<file path="src/rtl/t_chg_chain.sv">
`default_nettype none
// ============================================================================
// Module  : t_chg_chain
// Brief   : Chain of +1 stages (combinational or registered) with an FSM that
//           drives seeds through it and checks each result against seed+STAGES.
// Revision: 1.0 - initial release
// ============================================================================
module t_chg_chain #(
    parameter int               WIDTH      = 32,
    parameter int               STAGES     = 4,
    parameter int               REGISTERED = 0,
    parameter int               NUM_SEEDS  = 3,
    parameter logic [WIDTH-1:0] SEED0      = 'd1,
    parameter logic [WIDTH-1:0] SEED_STEP  = 'd16
) (
    input  logic             clk,
    input  logic             rst_n,
    input  logic             start,
    input  logic             inject_err,
    output logic             busy,
    output logic             passed,
    output logic             failed,
    output logic [WIDTH-1:0] chain_out,
    output logic [7:0]       iter
);

    localparam int c_LAT    = (REGISTERED != 0) ? STAGES : 1;
    localparam int c_WCNT_W = $clog2(c_LAT + 1);

    typedef enum logic [1:0] {
        ST_IDLE  = 2'd0,
        ST_WAIT  = 2'd1,
        ST_CHECK = 2'd2,
        ST_DONE  = 2'd3
    } state_t;

    state_t              r_state, w_state_nxt;
    logic [WIDTH-1:0]    r_seed, w_seed_nxt;
    logic [7:0]          r_iter, w_iter_nxt;
    logic [c_WCNT_W-1:0] r_wcnt, w_wcnt_nxt;
    logic                r_passed, w_passed_nxt;
    logic                r_failed, w_failed_nxt;
    logic [WIDTH-1:0]    w_exp;

    logic [WIDTH-1:0] w_stage_in  [STAGES];
    logic [WIDTH-1:0] w_stage_out [STAGES];

    genvar k;
    generate
        for (k = 0; k < STAGES; k++) begin : g_stage
            logic [WIDTH-1:0] w_sum;

            if (k == 0) begin : g_first
                assign w_stage_in[k] = r_seed;
            end else begin : g_next
                assign w_stage_in[k] = w_stage_out[k-1];
            end

            // Only the final stage can be forced to mis-add, so the fault
            // shows up exactly once in the chain result.
            if (k == STAGES - 1) begin : g_last
                assign w_sum = w_stage_in[k] + (inject_err ? WIDTH'(2) : WIDTH'(1));
            end else begin : g_mid
                assign w_sum = w_stage_in[k] + WIDTH'(1);
            end

            if (REGISTERED != 0) begin : g_reg
                logic [WIDTH-1:0] r_q;
                always_ff @(posedge clk or negedge rst_n) begin
                    if (!rst_n) r_q <= '0;
                    else        r_q <= w_sum;
                end
                assign w_stage_out[k] = r_q;
            end else begin : g_comb
                assign w_stage_out[k] = w_sum;
            end
        end
    endgenerate

    assign chain_out = w_stage_out[STAGES-1];

    always_ff @(posedge clk or negedge rst_n) begin
        if (!rst_n) begin
            r_state  <= ST_IDLE;
            r_seed   <= '0;
            r_iter   <= '0;
            r_wcnt   <= '0;
            r_passed <= 1'b0;
            r_failed <= 1'b0;
        end else begin
            r_state  <= w_state_nxt;
            r_seed   <= w_seed_nxt;
            r_iter   <= w_iter_nxt;
            r_wcnt   <= w_wcnt_nxt;
            r_passed <= w_passed_nxt;
            r_failed <= w_failed_nxt;
        end
    end

    always_comb begin
        w_state_nxt  = r_state;
        w_seed_nxt   = r_seed;
        w_iter_nxt   = r_iter;
        w_wcnt_nxt   = r_wcnt;
        w_passed_nxt = r_passed;
        w_failed_nxt = r_failed;
        w_exp        = r_seed + WIDTH'(STAGES);
        case (r_state)
            ST_IDLE, ST_DONE: begin
                if (start) begin
                    w_seed_nxt   = SEED0;
                    w_iter_nxt   = '0;
                    w_wcnt_nxt   = c_WCNT_W'(c_LAT);
                    w_passed_nxt = 1'b0;
                    w_failed_nxt = 1'b0;
                    w_state_nxt  = ST_WAIT;
                end
            end
            ST_WAIT: begin
                w_wcnt_nxt = r_wcnt - c_WCNT_W'(1);
                if (r_wcnt == c_WCNT_W'(1)) w_state_nxt = ST_CHECK;
            end
            ST_CHECK: begin
                if (chain_out != w_exp) begin
                    w_failed_nxt = 1'b1;
                    w_state_nxt  = ST_DONE;
                end else if (r_iter == 8'(NUM_SEEDS - 1)) begin
                    w_passed_nxt = 1'b1;
                    w_state_nxt  = ST_DONE;
                end else begin
                    w_iter_nxt  = r_iter + 8'd1;
                    w_seed_nxt  = r_seed + SEED_STEP;
                    w_wcnt_nxt  = c_WCNT_W'(c_LAT);
                    w_state_nxt = ST_WAIT;
                end
            end
            default: w_state_nxt = ST_IDLE;
        endcase
    end

    assign busy   = (r_state == ST_WAIT) || (r_state == ST_CHECK);
    assign passed = r_passed;
    assign failed = r_failed;
    assign iter   = r_iter;

endmodule
`default_nettype wire

</file>
<file path="config.mk">
export PLATFORM = sky130hd
export DESIGN_NAME = t_chg_chain
export DESIGN_NICKNAME = d
export VERILOG_FILES = /design/src/rtl/t_chg_chain.sv
export SDC_FILE = /design/constraint.sdc
export NUM_CORES = 1
export LEC_CHECK = 0
export BUFFER_PORTS_ARGS = -buffer_cell sky130_fd_sc_hd__buf_2
export CORE_MARGIN = 1
export CORE_UTILIZATION = 48
export DETAILED_ROUTE_END_ITERATION = 16
export PLACE_DENSITY = 0.67
export SETUP_SLACK_MARGIN = 0.05
export SYNTH_ARGS = -nofsm -noshare
export SYNTH_HDL_FRONTEND = slang
export SYNTH_SLANG_ARGS = --single-unit
</file>
<file path="constraint.sdc">
create_clock -name clk -period 7.4 [get_ports clk]
set_input_delay 1.11 -clock clk [delete_from_list [all_inputs] [get_ports clk]]
set_output_delay 1.11 -clock clk [all_outputs]
set_load 0.005 [all_outputs]
</file>
==> run summary <==
Nets@finish -> 342
WHS -> 0.5194 ns
Top cells by area, synth -> dfrtp_1, a2111oi_2, mux2i_1, clkbuf_1, nand2_1
Clk buf depth -> 2
Final GP Congestion -> 0.7679
Worst Clk Skew -> 0.001706 ns
Outcome -> finished, final reports clean
Iteration count of the initial detailed-routing pass -> 4
ANT nets after route -> 0
Clk pin slew, worst setup/hold paths -> 0.08 ns
Max_cap viols -> 0
Most common cell after layout, fill and taps aside -> buf_2
Number of synthesized register bits -> 42
Die area -> 0.006365 mm²
Dpl cells -> 394
Sequential cell area -> 0.001051 mm²
Worst-path maximum fanout -> 28
Final Hold Viols -> 0
Hold_buf cts -> 0
Hpwl dp -> 4340 µm
H-tree levels -> 2
FP Rows -> 27
Hold Path Class -> flop to flop
Final non-filler cell total -> 400
Synth Flop Type -> dfrtp_1
Slew HR -> 0.2231
Final cycle utilization of the critical path -> 0.4546
Synth Instances -> 322
Most frequent cells in the layout -> buf_2, dfrtp_1, nand2_1
Number of synthesized flops with an enable pin -> 0
Post-route minimum period -> 3.364 ns
Post-CTS sizing -> 0
FF-to-FF setup slack -> 4.52 ns
DRC Markers -> 0
# clock sinks -> 42
Total CTS buffers -> 5
DRT iter0 DRCs -> 178
First-pass GRT wire length -> 10,940 µm
Worst vdd ir -> 193.3 µV
Final Max Tran Viols -> 0
Setup Viol. Count Final -> 0
Layout cells sized above 1 -> 0.2348
Vias in the first global route -> 2,203
Critical setup path kind -> input port to flop
Synth area leader -> dfrtp_1
Final Core Density -> 0.5485
Hold_sp -> r_seed[0]$_DFFE_PN0P_
Met1 Usage GRT -> 0.2981
Busiest grt layer -> met2
FF-to-FF Start -> r_seed[0]$_DFFE_PN0P_
Leakage -> 1.384 nW
Die height -> 79.78 µm
Crit path DAT -> 3.58 ns
Worst hold stages -> 2
Initial antenna violation count -> 0
Die width -> 79.78 µm
Crit start category -> input port
Drt total wl -> 6509 µm
Pin count of the biggest net entering global routing -> 43
# fillers -> 532
Global Route Usage Sum -> 0.2191
PortBufs -> 46
Fin Setup TNS -> 0 ns
Synth unique cells -> 50
Drt via density -> 5.998
Clock Latency Late Sink -> 0.29 ns
Met3 usage -> 0.03771
Total grt overflow -> 0
Vias -> 2,399
WL/cell -> 16.27 µm
Synth Cell Area -> 0.002904 mm²
RSZ-0062 raised after global routing -> no
Worst r2r path cells -> 8
Syn_nets -> 335
CP Capture Type -> flop
CTS tree -> built
CP required -> 7.62 ns
Hold path endpoint -> r_seed[0]$_DFFE_PN0P_
Antenna cells -> 0
Fmax -> 297.3 MHz
Core Area -> 0.005675 mm²
Yosys warnings -> 0
Fraction of registers with async set or reset after synthesis -> 1.000
Post-CTS Setup Repair Bufs -> 0
Met2 global-route usage -> 0.3530
Top-area cell type share of the netlist area -> 0.3619
PD cells -> 257.3 mW/mm²
Synthesized area per cell -> 9.019 µm²
Worst slew pin tran -> 1.165 ns
Register area share after synthesis -> 0.3619
I/O pins -> 47
Initial Utilization -> 0.5117
Syn-to-layout area delta -> 7.195%
Clk root buf -> clkbuf_8
Area of the multi-input gates -> 0.001588 mm²
FF-to-FF End -> r_seed[29]$_DFFE_PN0P_
==> flip-flops by register name, indices dropped and copies added, names as in the netlist <==
name / flops
failed: 1
passed: 1
r_state: 2
iter: 8
r_wcnt: 1
r_seed: 29
==> report_power, final <==
group | leakage (nW) | switching [W] | internal [W]
logic | 0.765 | 0.000269 | 0.000112
clock network | 0.0431 | 0.0000775 | 0.0000721
registers | 0.576 | 0.0000210 | 0.000250
==> layout make-up <==
class	count	area share
repair buffers	49	0.08119
clock buffers	6	0.02653
inverters	13	0.01568
flip-flops and latches	42	0.3376
multi-input cells	218	0.5100
well taps	72	0.02894
==> routing by layer <==
layer  vias to the layer above  part of all wire
li1                       1165                 -
met3                         6             0.042
met5                         -                 0
met2                        62              0.49
met1                      1166              0.46
met4                         0            0.0092
==> cells by family after synthesis <==
kind of cell,after synthesis,synth area share
xor gates and xnor gates,2,0.006033
and+or+nand+nor,124,0.2374
buffers and inverters,62,0.09263
DFF,42,0.3619
AOI/OAI and AO/OA,63,0.1939
muxes,20,0.06937
adders and majority gates,9,0.03878
==> worst max-delay path, cell delays in order <==
cell	delay, ns
buf_2	0.12
ha_1	0.21
inv_1	0.06
ha_1	0.22
or2_0	0.32
a211o_1	0.75
a2111oi_2	0.56
mux2i_1	0.22
==> cell usage after synthesis, drive strengths merged (2+ instances only) <==
cell type	instances
a2111oi	15
a211oi	3
a21oi	5
a31oi	11
and2	2
and3	6
and4	8
buf	11
clkbuf	38
dfrtp	42
ha	9
inv	13
mux2i	19
nand2	37
nand2b	20
nand3	17
nand4	11
nor2	5
nor2b	2
nor3	3
o211ai	3
o21a	2
o21ai	9
o2bb2ai	2
o31ai	5
or2	3
or3	4
or4	4
==> stage by stage <==
step	total power [W]	instance area (µm²)	setup WS, ns
detailed placement	0.0006597	3030	3.703
floorplan	0.0005879	2904	4.270
global route	0.0008633	3113	3.879
finish	0.0008009	3113	4.036
CTS	0.0008095	3113	4.019
global placement	0.0006520	3030	3.798
==> worst max path at each step <==
stage	start	to	slack, ns	cells after the start
3_5_place_dp	inject_err	r_seed[25]$_DFFE_PN0P_	3.70	8
6_report	inject_err	r_seed[29]$_DFFE_PN0P_	4.04	8
2_1_floorplan	inject_err	r_seed[25]$_DFFE_PN0P_	4.27	10
4_1_cts	inject_err	r_seed[25]$_DFFE_PN0P_	4.02	8
3_3_place_gp	inject_err	r_seed[14]$_DFFE_PN0P_	3.80	8
5_1_grt	inject_err	r_seed[27]$_DFFE_PN0P_	3.88	8
No activity file was read; power rests on OpenSTA's default activity.
